--- config.mk ---
export PLATFORM = sky130hd
export DESIGN_NAME = kore_regfile_resp_flat
export DESIGN_NICKNAME = d
export VERILOG_FILES = /design/src/rtl/kore_pkg.sv /design/src/rtl/kore_regfile_resp_if.sv /design/src/rtl/kore_rf_array.sv /design/src/rtl/kore_regfile_resp.sv /design/src/flat_wrapper.sv
export SDC_FILE = /design/constraint.sdc
export NUM_CORES = 1
export LEC_CHECK = 0
export BUFFER_PORTS_ARGS = -buffer_cell sky130_fd_sc_hd__buf_2
export CAP_MARGIN = 20
export CORE_ASPECT_RATIO = 0.9
export CORE_MARGIN = 2
export CORE_UTILIZATION = 63
export DETAILED_ROUTE_END_ITERATION = 12
export HOLD_SLACK_MARGIN = 0.1
export PLACE_DENSITY = 0.8
export REMOVE_ABC_BUFFERS = 1
export SLEW_MARGIN = 10
export SYNTH_ARGS = -nofsm -noshare
export SYNTH_HDL_FRONTEND = slang
export SYNTH_HIERARCHICAL = 1
export SYNTH_SLANG_ARGS = --single-unit
--- constraint.sdc ---
create_clock -name clk -period 2.62 [get_ports clk]
set_input_delay 0.786 -clock clk [delete_from_list [all_inputs] [get_ports clk]]
set_output_delay 0.786 -clock clk [all_outputs]
set_load 0.05 [all_outputs]
--- src/rtl/kore_pkg.sv ---
// Shared definitions for the kore execute-datapath register-file responder:
// default geometry and the write-handshake state encoding.
package kore_pkg;

  localparam int KORE_DW   = 32;
  localparam int KORE_AW   = 5;
  localparam int KORE_NREG = 32;
  localparam int KORE_CW   = 16;

  typedef enum logic [1:0] {
    W_IDLE = 2'd0,
    W_ACK  = 2'd1,
    W_HOLD = 2'd2
  } w_state_e;

endpackage

--- src/rtl/kore_regfile_resp_if.sv ---
// Operand-read and write-back bus between the function FSM (master) and the
// register-file responder (slave).
interface kore_regfile_resp_if #(
  parameter int DW = 32,
  parameter int AW = 5
);
  logic [AW-1:0] reg_sel;
  logic          reg_rd;
  logic [DW-1:0] data_bus;
  logic          rd_vld;
  logic [AW-1:0] reg_wt;
  logic [DW-1:0] data_out;
  logic          dout_rdy;
  logic          wr_ack;

  modport master (
    output reg_sel, reg_rd, reg_wt, data_out, dout_rdy,
    input  data_bus, rd_vld, wr_ack
  );

  modport slave (
    input  reg_sel, reg_rd, reg_wt, data_out, dout_rdy,
    output data_bus, rd_vld, wr_ack
  );
endinterface

--- src/rtl/kore_rf_array.sv ---
// Register storage: one write port, one combinational read port. Register 0
// and addresses at or above NREG never store and always read as zero.
module kore_rf_array #(
  parameter int DW   = 32,
  parameter int AW   = 5,
  parameter int NREG = 32
) (
  input  logic          clk,
  input  logic          rst_n,
  input  logic          we,
  input  logic [AW-1:0] waddr,
  input  logic [DW-1:0] wdata,
  input  logic [AW-1:0] raddr,
  output logic [DW-1:0] rdata
);

  logic [DW-1:0] mem_q [NREG];
  logic [DW-1:0] mem_d [NREG];

  logic wr_ok;
  logic rd_ok;

  assign wr_ok = we && (waddr != '0) && (32'(waddr) < NREG);
  assign rd_ok = (raddr != '0) && (32'(raddr) < NREG);

  always_comb begin
    // NOTE: default every always_comb output before any condition, otherwise a missed branch infers a latch.
    mem_d = mem_q;
    if (wr_ok) mem_d[waddr[$clog2(NREG)-1:0]] = wdata;
  end

  // NOTE: the array is built from resettable flops (not a RAM macro) because every register must read 0 after reset.
  always_ff @(posedge clk or negedge rst_n) begin
    if (!rst_n) begin
      for (int i = 0; i < NREG; i++) mem_q[i] <= '0;
    end else begin
      mem_q <= mem_d;
    end
  end

  assign rdata = rd_ok ? mem_q[raddr[$clog2(NREG)-1:0]] : '0;

endmodule

--- src/rtl/kore_regfile_resp.sv ---
// Register-file responder: registered operand reads with write bypass, a
// one-commit-per-request write handshake, op counter and x0-write error flag.
module kore_regfile_resp
  import kore_pkg::*;
#(
  parameter int DW   = KORE_DW,
  parameter int AW   = KORE_AW,
  parameter int NREG = KORE_NREG,
  parameter int CW   = KORE_CW
) (
  input  logic                 clk,
  input  logic                 rst_n,
  kore_regfile_resp_if.slave   bus,
  input  logic                 eop,
  output logic [CW-1:0]        op_cnt,
  output logic                 x0_wr_err,
  input  logic                 err_clr
);

  w_state_e      state_q, state_d;
  logic          commit;
  logic [DW-1:0] rf_rdata;
  logic          bypass;

  logic [DW-1:0] data_bus_q, data_bus_d;
  logic          rd_vld_q, rd_vld_d;
  logic          eop_q, eop_d;
  logic [CW-1:0] op_cnt_q, op_cnt_d;
  logic          err_q, err_d;

  kore_rf_array #(.DW(DW), .AW(AW), .NREG(NREG)) u_rf (
    .clk   (clk),
    .rst_n (rst_n),
    .we    (commit),
    .waddr (bus.reg_wt),
    .wdata (bus.data_out),
    .raddr (bus.reg_sel),
    .rdata (rf_rdata)
  );

  // Commits happen only on the IDLE->ACK transition, so a held request writes once.
  always_comb begin
    state_d = state_q;
    commit  = 1'b0;
    case (state_q)
      W_IDLE: if (bus.dout_rdy) begin
        commit  = 1'b1;
        state_d = W_ACK;
      end
      W_ACK:   state_d = bus.dout_rdy ? W_HOLD : W_IDLE;
      W_HOLD:  if (!bus.dout_rdy) state_d = W_IDLE;
      default: state_d = W_IDLE;
    endcase
  end

  assign bypass = commit && (bus.reg_wt == bus.reg_sel) &&
                  (bus.reg_sel != '0) && (32'(bus.reg_sel) < NREG);

  always_comb begin
    data_bus_d = data_bus_q;
    rd_vld_d   = bus.reg_rd;
    if (bus.reg_rd) data_bus_d = bypass ? bus.data_out : rf_rdata;

    eop_d    = eop;
    op_cnt_d = op_cnt_q + CW'(eop && !eop_q);

    // A new x0 write outranks a simultaneous clear.
    err_d = err_q;
    if (err_clr)                         err_d = 1'b0;
    if (commit && (bus.reg_wt == '0))    err_d = 1'b1;
  end

  // NOTE: sequential state uses non-blocking assignments so every flop samples pre-edge values.
  always_ff @(posedge clk or negedge rst_n) begin
    if (!rst_n) begin
      state_q    <= W_IDLE;
      data_bus_q <= '0;
      rd_vld_q   <= 1'b0;
      eop_q      <= 1'b0;
      op_cnt_q   <= '0;
      err_q      <= 1'b0;
    end else begin
      state_q    <= state_d;
      data_bus_q <= data_bus_d;
      rd_vld_q   <= rd_vld_d;
      eop_q      <= eop_d;
      op_cnt_q   <= op_cnt_d;
      err_q      <= err_d;
    end
  end

  assign bus.data_bus = data_bus_q;
  assign bus.rd_vld   = rd_vld_q;
  assign bus.wr_ack   = (state_q == W_ACK);
  assign op_cnt       = op_cnt_q;
  assign x0_wr_err    = err_q;

endmodule

--- src/flat_wrapper.sv ---
// flat-port wrapper written by rule: the top's interface ports become plain ports
module kore_regfile_resp_flat import kore_pkg::*;
#(
  parameter int DW   = KORE_DW,
  parameter int AW   = KORE_AW,
  parameter int NREG = KORE_NREG,
  parameter int CW   = KORE_CW
)
  (clk, rst_n, eop, op_cnt, x0_wr_err, err_clr, bus_reg_sel, bus_reg_rd, bus_reg_wt, bus_data_out, bus_dout_rdy, bus_data_bus, bus_rd_vld, bus_wr_ack);
  kore_regfile_resp_if #(.DW(DW), .AW(AW)) bus_i ();
  input  logic clk;
  input  logic rst_n;
  input  logic eop;
  output logic [CW-1:0] op_cnt;
  output logic x0_wr_err;
  input  logic err_clr;
  input wire logic [$bits(bus_i.reg_sel)-1:0] bus_reg_sel;
  input wire logic [$bits(bus_i.reg_rd)-1:0] bus_reg_rd;
  input wire logic [$bits(bus_i.reg_wt)-1:0] bus_reg_wt;
  input wire logic [$bits(bus_i.data_out)-1:0] bus_data_out;
  input wire logic [$bits(bus_i.dout_rdy)-1:0] bus_dout_rdy;
  output wire logic [$bits(bus_i.data_bus)-1:0] bus_data_bus;
  output wire logic [$bits(bus_i.rd_vld)-1:0] bus_rd_vld;
  output wire logic [$bits(bus_i.wr_ack)-1:0] bus_wr_ack;
  assign bus_i.reg_sel = bus_reg_sel;
  assign bus_i.reg_rd = bus_reg_rd;
  assign bus_i.reg_wt = bus_reg_wt;
  assign bus_i.data_out = bus_data_out;
  assign bus_i.dout_rdy = bus_dout_rdy;
  assign bus_data_bus = bus_i.data_bus;
  assign bus_rd_vld = bus_i.rd_vld;
  assign bus_wr_ack = bus_i.wr_ack;
  kore_regfile_resp #(.DW(DW), .AW(AW), .NREG(NREG), .CW(CW)) u_core (.clk(clk), .rst_n(rst_n), .bus(bus_i), .eop(eop), .op_cnt(op_cnt), .x0_wr_err(x0_wr_err), .err_clr(err_clr));
endmodule
Word-level counts from Yosys, hierarchy flattened. Index checks and enable logic that the tools add are counted.

Add/subtract/negate cells: 1. $lt $le $gt $ge: 3. Equality and inequality tests: 5. Multiplexer cells: 16. Bitwise gates (word level): 2. Reductions and logical operators: 13.

Operator list (number): bitwise mux 1024 bit (1); binary-select mux 32 bit (select 5 bit) (1); demux 32 bit (select 5 bit) (1); 2-to-1 mux 32 bit (5); adder 16 x 1 -> 16 bit (1); >= comparator 6 bit, second input constant (2); NOT 5 -> 6 bit (2); nonzero test 5 bit (2); logical AND 1 bit (6); less-than comparator 6 x 1 -> 1 bit, second input constant (1); 2-to-1 mux 2 bit (3); case mux 2 bit (3 select lines) (1); equality test 5 bit (1); zero test 5 bit (1); 2-to-1 mux 1 bit (4); inequality test 2 bit, second input constant (2); equality test 2 x 1 -> 1 bit, second input constant (1); equality test 2 bit, second input constant (1); zero test 2 bit (1); AND reduction 2 bit (1); nonzero test 2 bit (1); zero test 1 bit (1).

Register bits: 1077. Input bits: 48. Output and inout port bits: 51. Word-level logic and storage cells: 78.

Depth between registers and ports, before layout. Gate-level depths: netlist of the first run.

Depth after elaboration: 6. Gate-level depth with buffers: 9. Mapped depth without buffers: 6.

By module. Netlist of the first run, hierarchy kept.

Modules (own cells, without submodules): kore_rf_array (instances 1, cells an instance 2949, area each 46430.8 um2, sequential area each 25624.6 um2); kore_regfile_resp (instances 1, cells an instance 217, area each 2384.8 um2, sequential area each 1326.3 um2).

Worst setup path after synthesis of the first run. Ideal clock, no wire load.

Kind: in2reg. Start: input bus_dout_rdy. End: register u_core/u_rf/mem_q[370] (netlist bit). Library setup time: 0.125 ns. Arrival time: 2.297 ns. Data required time: 2.495 ns. Path slack: 0.199 ns. Stages on the path: 5. Path buffers: 1. Cells stage by stage: nor3b_2 > or3b_1 > nor2_2 > buf_4 > mux2_2.

Longest elaborated chain between the ends: 3.

Ends and longest elaborated chain: start, declared (RTL line flat_wrapper.sv:21) `input wire logic [$bits(bus_i.dout_rdy)-1:0] bus_dout_rdy;`; 2-to-1 mux 1 bit (RTL line kore_regfile_resp.sv:46) `W_IDLE: if (bus.dout_rdy) begin`; 2-to-1 mux 1 bit (RTL line kore_regfile_resp.sv:45) `case (state_q)`; logical AND 1 bit (RTL line kore_rf_array.sv:23) `assign wr_ok = we && (waddr != '0) && (32'(waddr) < NREG);`; end signal, assigned (RTL line kore_rf_array.sv:37) `mem_q <= mem_d;`; end, declared (RTL line kore_rf_array.sv:17) `logic [DW-1:0] mem_q [NREG];`.

No other way between the ends. A chain may end at the register's enable or synchronous reset.

Final worst setup path of the first run.
Start: register u_core.state_q[1]. End: register u_core/u_rf/mem_q[757] (netlist bit).

Longest elaborated chain between the ends: 3.

Ends and longest elaborated chain: start, declared (RTL line kore_regfile_resp.sv:20) `w_state_e state_q, state_d;`; start signal, assigned (RTL line kore_regfile_resp.sv:83) `state_q <= state_d;`; zero test 2 bit (RTL line kore_regfile_resp.sv:45); 2-to-1 mux 1 bit (RTL line kore_regfile_resp.sv:45); named net u_core.commit (RTL line kore_regfile_resp.sv:21) `logic commit;`; logical AND 1 bit (RTL line kore_rf_array.sv:23).

The timed path passes the listed nets, and every way through them passes these cells.

==> results of run 1 <==
==> cell usage after synthesis, drive strengths merged, types with 32 or more instances <==
cell type,count
buf,176
mux4,224
clkbuf,156
a22oi,32
mux2i,96
o21ai,56
a311oi,32
mux2,1024
nor2,55
dfrtp,1077
nand2,41
a21oi,32
a211oi,32
nor2b,36
==> final cells by class <==
cell class / instances / area, sq um / share of cell area
inverter: 5 / 18.8 / 0.000337
sequential: 1077 / 27000 / 0.484
clock inverter: 38 / 519 / 0.00933
clock buffer: 153 / 3080 / 0.0553
tap: 1029 / 1290 / 0.0231
multi-input combinational: 1752 / 20300 / 0.364
timing repair buffer: 333 / 3550 / 0.0639
==> power breakdown <==
group	internal (mW)	switching, mW	total [mW]
Combinational	3.91	3.04	6.94
Clock	9.30	6.37	15.7
Sequential	19.5	1.55	21.1
Total	32.7	11.0	43.7
==> layer usage <==
layer / vias up / global-route usage
met3: 333 / 0.0745
met5: - / 0
li1: 11900 / -
met2: 1274 / 0.526
met4: 4 / 0.110
met1: 15800 / 0.468
==> metrics by stage <==
stage / worst slack (ns) / hold WS (ns) / cell area [sq um] / power [mW] / utilization
final: 0.259 / 0.244 / 55700 / 43.7 / 0.728
after global routing: 0.187 / 0.228 / 55700 / 45.4 / 0.728
after CTS: 0.281 / 0.209 / 55700 / 43.8 / 0.728
after detailed placement: -0.252 / 0.363 / 52100 / 28.2 / 0.680
after global placement: -0.306 / 0.360 / 52000 / 27.5 / 0.680
after floorplan: -0.591 / 0.349 / 47100 / 25.4 / -
==> flip-flops by register name, summed over array words and instances, names as in the netlist <==
signal,flops
u_core/u_rf/mem_q,1024
u_core/bus.data_bus,32
u_core/op_cnt,16
u_core/state_q,2
u_core/bus.rd_vld,1
u_core/eop_q,1
u_core/x0_wr_err,1
==> worst paths after layout <==
kind	end	slack, ns	cells after the start
min in group asynchronous	u_core/u_rf/mem_q[1011]	0.62	2
hold reg to reg	u_core/u_rf/mem_q[1020]	0.37	0
max in group asynchronous	u_core/u_rf/mem_q[881]	1.13	3
setup reg to reg	u_core/u_rf/mem_q[757]	0.26	6
setup / recovery	u_core/u_rf/mem_q[757]	0.26	6
hold / removal	u_core/eop_q	0.24	1
==> logic make-up after synthesis <==
group / share of synthesized area
fa+ha+maj: 0.000513
flops: 0.552
buf+inv: 0.0361
mux: 0.359
xor+xnor: 0.00287
simple gates: 0.0178
compound gates: 0.0314
==> timing repair <==
item | CTS | global route
hold endpoints to repair | 23 | 0
hold buffers | 1 | 0
setup buffers | 0 | 0
==> impl_metrics.env, run 1 <==
export IMPL_syn_avg_cell_area_sq_um=15.4
export IMPL_drive_gt1_frac=0.525
export IMPL_synth_edf_count=0
export IMPL_grt_pass1_vias=31800
export IMPL_ant_nets=0
export IMPL_synth_top_area_frac=0.552
export IMPL_initial_utilization=0.638
export IMPL_clkTransAtPathRegs_ns=0.06
export IMPL_clk_latency_ns=0.67
export IMPL_place_congestion=0.819
export IMPL_hold_path_startpoint="eop"
export IMPL_n_antenna_cell=0
export IMPL_status="completed"
export IMPL_min_path_type="input port to flip-flop"
export IMPL_syn_area_sq_mm=0.0488
export IMPL_skew_ns=0.0229
export IMPL_crit_top_cell="buf_4"
export IMPL_io_pin_count=99
export IMPL_synth_top_cell_by_area="dfrtp_1"
export IMPL_worstSetupPathType="flip-flop to flip-flop"
export IMPL_die_x_um=297
export IMPL_startpoint="u_core/state_q[1]"
export IMPL_route_layer_met1_wl_mm=52.1
export IMPL_synth_seq_area_share=0.552
export IMPL_dominantRegCellSynth="dfrtp_1"
export IMPL_cts_tree="built"
export IMPL_required_ns=3.16
export IMPL_fin_tns_setup_ns=0
export IMPL_path_buf_inv=2
export IMPL_vias_per_cell=6.69
export IMPL_cts_buffer_depth=3
export IMPL_drt_wirelength_per_cell_um=29.4
export IMPL_powerDensity_mw_per_mm2=785
export IMPL_rsz0062_at_grt="no"
export IMPL_cts_sinks=1077
export IMPL_crit_chain="nor3b_2 > buf_4 > nor3b_1 > nand2_2 > buf_4 > mux2_2"
export IMPL_setup_viol=0
export IMPL_coreArea_sq_mm=0.0765
export IMPL_drcViolationCount=0
export IMPL_die_y_um=268
export IMPL_track_usage=0.334
export IMPL_ys_warnings_count=6
export IMPL_dieArea_sq_mm=0.0797
export IMPL_max_stage_delay_ns=0.53
export IMPL_cp_slowest_cell="nor3b_1"
export IMPL_tritoncts_num_buffers=105
export IMPL_reg2reg_from="u_core/state_q[1]"
export IMPL_post_route_period_util=0.901
export IMPL_cts_resized=0
export IMPL_num_rows=96
export IMPL_peakVddDrop_mv=0.569
export IMPL_dr_first_iter_drc_count=2770
export IMPL_worstPathArrival_ns=2.90
export IMPL_grt_antenna_before_repair=2
export IMPL_fillCellCount=4675
export IMPL_area_growth_pct=14.0
export IMPL_synth_cells=3166
export IMPL_finalCriticalPeriod_ns=2.36
export IMPL_async_flop_share=1.00
export IMPL_slew_headroom=0.427
export IMPL_grt_max_degree=107
export IMPL_grt_pass1_wl_mm=200
export IMPL_wl_met3_mm=11.1
export IMPL_cpLargestDelayFamily="simple AND/OR/NAND/NOR gates"
export IMPL_worst_path_max_fanout=12
export IMPL_finalMaxSlewViolations=0
export IMPL_gr_total_overflow=0
export IMPL_startpoint_type="flip-flop"
export IMPL_timing_fmax_mhz=424
export IMPL_vias=29300
export IMPL_ys_ff_latch=1077
export IMPL_end_kind="flip-flop"
export IMPL_drv_cap=0
export IMPL_dp_final_hpwl_mm=79.2
export IMPL_routed_wl_mm=129
export IMPL_buffer_ports_inserted=98
export IMPL_final_cell_mix="dfrtp_1 (1077), mux2_2 (994), mux4_2 (224), buf_4 (135), clkbuf_16 (106)"
export IMPL_tightestPinTransition_ns=0.856
export IMPL_wl_met2_mm=61.0
export IMPL_htree_levels=3
export IMPL_ys_types=49
export IMPL_root_buffer="clkbuf_16"
export IMPL_leakage_nw=26.0
export IMPL_finalHoldViolCount=0
export IMPL_final_common_cell="dfrtp_1"
export IMPL_dp_cells=4195
export IMPL_layout_cells_non_filler=4387
export IMPL_top_layer="met5"
export IMPL_ys_top_cells_by_area="dfrtp_1 (55%), mux2_2 (23%), mux4_2 (10%), mux2i_1 (2.0%), clkbuf_1 (1.2%)"
export IMPL_dr_pass1_iters=5
export IMPL_final_nets=3324
Power figures use the tool's default switching activity.
==> run 2, diff against run 1 <==
- BUFFER_PORTS_ARGS: -buffer_cell sky130_fd_sc_hd__buf_2 -> unset
- CORE_UTILIZATION: 63 -> 64
- DONT_BUFFER_PORTS: unset -> 1
==> run 2 against run 1 <==
The run now ends with hold timing left. Core utilization down 2.0 points. Register-to-register slack about the same. Clock-buffer cell count shrank 15. Maximum frequency shrank 0.89%. Sequential power barely moved. Sequential share of layout area rose by 1.8 points. Clock power is 6% higher. Critical endpoint is now u_core/bus.data_bus[2].
==> impl_metrics.env, run 2 (synthesis results as in run 1) <==
export IMPL_cts_tree="built"
export IMPL_status="finished, violations left"
export IMPL_finalCriticalPeriod_ns=2.38
export IMPL_switchingPower_mw=10.5
export IMPL_clkTransAtPathRegs_ns=0.07
export IMPL_cts_resized=0
export IMPL_reg2reg_from="u_core/state_q[1]"
export IMPL_drive_gt1_frac=0.491
export IMPL_max_stage_delay_ns=0.78
export IMPL_combPwrFrac=0.128
export IMPL_num_rows=96
export IMPL_pwr_share_seq=0.491
export IMPL_cp_slowest_cell="or4_4"
export IMPL_finalMaxSlewViolations=0
export IMPL_n_antenna_cell=0
export IMPL_largest_register_ffs=1024
export IMPL_final_nets=3087
export IMPL_worst_path_max_fanout=291
export IMPL_routed_wl_mm=121
export IMPL_min_path_type="input port to async pin"
export IMPL_timing_fmax_mhz=420
export IMPL_grt_antenna_before_repair=1
export IMPL_tritoncts_num_buffers=106
export IMPL_dr_first_iter_drc_count=2611
export IMPL_clkPwrFrac=0.381
export IMPL_ant_nets=0
export IMPL_post_route_period_util=0.909
export IMPL_setup_viol=0
export IMPL_final_common_cell="dfrtp_1"
export IMPL_drt_wirelength_per_cell_um=29.2
export IMPL_vias_per_cell=6.71
export IMPL_crit_chain="or4_4 > buf_4 > o21ai_1 > a311oi_1 > mux2i_1 > a21oi_1"
export IMPL_finalHoldViolCount=114
export IMPL_dr_pass1_iters=5
export IMPL_vias=27900
export IMPL_io_pin_count=99
export IMPL_rsz0062_at_grt="no"
export IMPL_final_cell_mix="dfrtp_1 (1077), mux2_2 (994), mux4_2 (224), clkbuf_16 (110), mux2i_1 (96)"
export IMPL_tightestPinTransition_ns=1.05
export IMPL_p_total_mw=43.6
export IMPL_required_ns=3.15
export IMPL_holdWs_ns=-0.186
export IMPL_cts_buffer_depth=3
export IMPL_end_kind="flip-flop"
export IMPL_violations="hold timing"
export IMPL_r2r_cells=6
export IMPL_coreArea_sq_mm=0.0759
export IMPL_dieArea_sq_mm=0.0785
export IMPL_r2r_end="u_core/u_rf/mem_q[355]"
export IMPL_leakage_nw=24.8
export IMPL_fillCellCount=4831
export IMPL_utilization=0.708
export IMPL_drcViolationCount=0
export IMPL_cts_sinks=1077
export IMPL_slew_headroom=0.301
export IMPL_place_congestion=0.805
export IMPL_track_usage=0.316
export IMPL_regMostFlops="u_core/u_rf/mem_q"
export IMPL_die_y_um=266
export IMPL_startpoint_type="input port"
export IMPL_startpoint="bus_reg_sel[2]"
export IMPL_root_buffer="clkbuf_16"
export IMPL_die_x_um=295
export IMPL_area_growth_pct=10.0
export IMPL_powerDensity_mw_per_mm2=812
export IMPL_worstSetupPathType="input port to flip-flop"
export IMPL_cts_setup_buffers=0
export IMPL_htree_levels=3
export IMPL_critPathCapture="u_core/bus.data_bus[2]"
export IMPL_grt_pass1_wl_mm=186
export IMPL_rrSetupSlack_ns=0.26
export IMPL_skew_ns=0.0247
export IMPL_seqCellArea_sq_mm=0.0270
export IMPL_dp_final_hpwl_mm=65.1
export IMPL_swShare=0.240
export IMPL_clk_latency_ns=0.67
export IMPL_internal_power_mw=33.2
export IMPL_initial_utilization=0.643
export IMPL_grt_max_degree=1078
export IMPL_peakVddDrop_mv=0.613
export IMPL_drv_cap=0
export IMPL_grt_pass1_vias=30100
export IMPL_gr_total_overflow=0
export IMPL_worstPathArrival_ns=2.92
export IMPL_buffer_ports_inserted=0
export IMPL_multi_input_area_sq_mm=0.0203
-- run 2: cell count changes in the layout (fill, tap and decap cells not counted), moves of 4 or more --
| cell | previous run | this run |
|---|---|---|
| clkbuf_1 | 22 | 16 |
| buf_16 | 1 | 5 |
| buf_4 | 135 | 48 |
| buf_2 | 93 | 0 |
| clkbuf_16 | 106 | 110 |
| buf_12 | 99 | 41 |
| bufinv_16 | 12 | 21 |
| clkbuf_8 | 25 | 13 |
-- run 2: how the worst min path moves through the flow --
stage,end,cells after the start,start
floorplan,u_core/u_rf/mem_q[1000],0,u_core/u_rf/mem_q[1000]
global placement,u_core/u_rf/mem_q[1015],0,u_core/u_rf/mem_q[1015]
detailed placement,u_core/u_rf/mem_q[1014],0,u_core/u_rf/mem_q[1014]
CTS,u_core/bus.data_bus[19],0,rst_n
global route,u_core/bus.data_bus[19],0,rst_n
finish,u_core/u_rf/mem_q[299],0,rst_n
-- run 2: cell type report --
cell class | count | share of cell area
Sequential cell | 1077 | 0.502
Multi-Input combinational cell | 1752 | 0.377
Clock buffer | 138 | 0.0552
Timing Repair Buffer | 95 | 0.0250
Tap cell | 1029 | 0.0240
Clock inverter | 55 | 0.0164
Inverter | 5 | 0.000349
-- run 2: layer usage --
metal	up-vias	wire length (um)	global-route usage
met5	-	0	0
met4	0	3610	0.0984
met3	251	8640	0.0574
met2	1011	58000	0.501
met1	15100	50900	0.450
li1	11500	-	-
-- run 2: power groups by stage --
stage	sequential, mW	clock, mW	combinational (mW)
floorplan	21.1	0	4.33
global placement	21.3	0	4.93
detailed placement	21.6	0	5.21
CTS	21.4	16.8	5.27
global route	21.7	17.5	6.00
finish	21.4	16.6	5.59
-- run 2: stage by stage --
stage | TNS [ns] | cell area (sq um) | cells | worst slack, ns | hold WS [ns]
floorplan | -247.36 | 47100 | 2834 | -0.591 | 0.349
CTS | 0 | 53500 | 4145 | 0.296 | -0.165
finish | 0 | 53700 | 4151 | 0.238 | -0.186
global route | 0 | 53700 | 4151 | 0.0874 | -0.211
global placement | -0.0243 | 49700 | 3952 | -0.0243 | 0.360
detailed placement | -0.204 | 49700 | 3952 | -0.0790 | 0.363
-- run 2: critical path, delay by kind of cell --
kind | cells | cell delay, ns
buf+inv | 1 | 0.30
mux | 1 | 0.21
compound gates | 3 | 0.38
simple gates | 1 | 0.78
==> run 3, diff against run 2 <==
- SYNTH_HIERARCHICAL: 1 -> unset
==> run 3 against run 2 <==
Clock skew rose by 0.0026 ns. Largest power group unchanged. Design area fell by 1.7%. Highest routed layer unchanged. Non-clock buffer count shrank 21. Clock power down 13%. Register-to-register slack gained 0.03 ns. Global-route usage decreased by 1.7 points. Sequential share of layout area rose by 0.85 points. The flow still finishes with violations (hold timing). Maximum frequency increased by 2.2%. Critical path depth rose by 1.
==> impl_metrics.env, run 3 <==
export IMPL_synth_seq_area_share=0.556
export IMPL_status="finished, violations left"
export IMPL_clkTransAtPathRegs_ns=0.06
export IMPL_dp_cells=3826
export IMPL_powerDensity_mw_per_mm2=784
export IMPL_leakage_nw=24.5
export IMPL_preCtsSetupSlack_ns=-0.0369
export IMPL_post_route_period_util=0.890
export IMPL_finalMaxSlewViolations=0
export IMPL_peakVddDrop_mv=0.616
export IMPL_ys_warnings_count=0
export IMPL_end_kind="flip-flop"
export IMPL_drcViolationCount=0
export IMPL_cts_resized=0
export IMPL_min_path_type="input port to async pin"
export IMPL_finalCriticalPeriod_ns=2.33
export IMPL_syn_area_sq_mm=0.0484
export IMPL_ys_ff_latch=1077
export IMPL_dr_first_iter_drc_count=2090
export IMPL_n_antenna_cell=0
export IMPL_startpoint_type="flip-flop"
export IMPL_tritoncts_num_buffers=106
export IMPL_synth_top_area_frac=0.556
export IMPL_layout_cells_non_filler=4008
export IMPL_ys_top_cells_by_area="dfrtp_1 (56%), mux2_2 (23%), mux4_2 (12%), mux2i_1 (1.1%), buf_2 (1.1%)"
export IMPL_vias=27000
export IMPL_track_usage=0.299
export IMPL_drv_cap=0
export IMPL_skew_ns=0.0273
export IMPL_grt_max_degree=1078
export IMPL_synth_cells=3120
export IMPL_grt_antenna_before_repair=0
export IMPL_finalHoldViolCount=127
export IMPL_die_y_um=265
export IMPL_cts_tree="built"
export IMPL_place_congestion=0.770
export IMPL_required_ns=3.16
export IMPL_synthTopCellsByCount="dfrtp_1 (1077), mux2_2 (1003), mux4_2 (256), clkbuf_1 (135), buf_2 (103)"
export IMPL_die_x_um=294
export IMPL_tightestPinTransition_ns=1.08
export IMPL_initial_utilization=0.648
export IMPL_dp_final_hpwl_mm=61.1
export IMPL_root_buffer="clkbuf_16"
export IMPL_cts_buffer_depth=3
export IMPL_dominantRegCellSynth="dfrtp_1"
export IMPL_setup_viol=0
export IMPL_gr_total_overflow=0
export IMPL_clk_latency_ns=0.67
export IMPL_buffer_ports_inserted=0
export IMPL_final_cell_mix="dfrtp_1 (1077), mux2_2 (1003), mux4_2 (256), clkbuf_16 (107), nand2_1 (67)"
export IMPL_syn_avg_cell_area_sq_um=15.5
export IMPL_synth_top_cell_by_area="dfrtp_1"
export IMPL_rsz0062_at_grt="no"
export IMPL_grt_pass1_vias=29000
export IMPL_utilization=0.706
export IMPL_worstSetupPathType="flip-flop to flip-flop"
export IMPL_vias_per_cell=6.74
export IMPL_worstPathArrival_ns=2.87
export IMPL_final_common_cell="dfrtp_1"
export IMPL_cts_sinks=1077
export IMPL_dr_pass1_iters=5
export IMPL_violations="hold timing"
export IMPL_final_nets=3020
export IMPL_synth_edf_count=0
export IMPL_coreArea_sq_mm=0.0748
export IMPL_routed_wl_mm=114
export IMPL_holdWs_ns=-0.194
export IMPL_final_area_sq_mm=0.0528
export IMPL_fin_ws_ns=0.289
export IMPL_ys_types=36
export IMPL_drive_gt1_frac=0.503
export IMPL_postPlaceCellArea_sq_mm=0.0494
export IMPL_htree_levels=3
export IMPL_drt_wirelength_per_cell_um=28.5
export IMPL_area_growth_pct=9.03
export IMPL_worst_path_max_fanout=13
export IMPL_io_pin_count=99
export IMPL_grt_pass1_wl_mm=176
export IMPL_largest_register_ffs=1024
export IMPL_yosysMostFrequentCell="dfrtp_1"
export IMPL_async_flop_share=1.00
export IMPL_num_rows=95
export IMPL_dieArea_sq_mm=0.0779
export IMPL_slew_headroom=0.278
export IMPL_ant_nets=0
export IMPL_timing_fmax_mhz=429
export IMPL_regMostFlops="u_core.u_rf.mem_q"
[run 3: worst paths after layout]
check | startpoint | to | slack, ns | cells past startpoint
max in group asynchronous | rst_n | u_core.u_rf.mem_q[627] | 0.56 | 2
worst min-delay path | rst_n | u_core.u_rf.mem_q[452] | -0.19 | 0
worst max-delay path | u_core.state_q[1] | u_core.u_rf.mem_q[991] | 0.29 | 7
min in group clk | eop | u_core.eop_q | 0.15 | 0
worst max register to register | u_core.state_q[1] | u_core.u_rf.mem_q[991] | 0.29 | 7
worst min register to register | u_core.u_rf.mem_q[1019] | u_core.u_rf.mem_q[1019] | 0.38 | 0
[run 3: cell families after synthesis]
family / synth area share
multiplexers: 0.367
flip-flops: 0.556
buffers and inverters: 0.0293
AND/OR/NAND/NOR: 0.0213
AO/OA/AOI/OAI: 0.0222
XOR/XNOR: 0.00344
adder cells (fa/ha/maj): 0.000517
[run 3: worst max-delay path, cell delays in order (launching register included)]
cell and delay [ns]:
dfrtp_1 0.42, nor3b_4 0.36, nand2b_1 0.31, nor3_2 0.27
buf_4 0.17, nand2_2 0.07, buf_4 0.28, mux2_2 0.30
[run 3: final cells by class]
type / count / area, sq um
Clock inverter: 28 / 264
Tap cell: 970 / 1210
Multi-Input combinational cell: 1709 / 20200
Sequential cell: 1077 / 27000
Clock buffer: 148 / 3010
Timing Repair Buffer: 74 / 1160
Fill cell: 4679 / 22000
Inverter: 2 / 7.51
[run 3: per-layer routing]
| metal | vias to the layer above | wire length, um | track usage | share of wire |
|---|---|---|---|---|
| met4 | 0 | 3140 | 0.0831 | 0.028 |
| met3 | 181 | 6700 | 0.0504 | 0.059 |
| met2 | 866 | 56300 | 0.482 | 0.49 |
| li1 | 11200 | - | - | - |
| met1 | 14800 | 47900 | 0.426 | 0.42 |
| met5 | - | 0 | 0 | 0 |
[run 3: report_power, final]
| part | internal [mW] | total (mW) | switching (mW) |
|---|---|---|---|
| combinational | 3.71 | 5.56 | 1.85 |
| clock | 8.25 | 14.5 | 6.27 |
| sequential | 19.5 | 21.4 | 1.85 |
[run 3: repair_timing]
action / CTS / global route
setup buffers: 0 / 0
setup endpoints to repair: 0 / 1
hold endpoints to repair: 1077 / 127
[run 3: through the flow]
| step | TNS, ns | power (mW) |
|---|---|---|
| after detailed placement | -0.381 | 26.8 |
| after floorplan | -264.69 | 25.5 |
| after CTS | 0 | 41.3 |
| after global routing | 0 | 43.1 |
| final | 0 | 41.4 |
| after global placement | 0 | 26.2 |
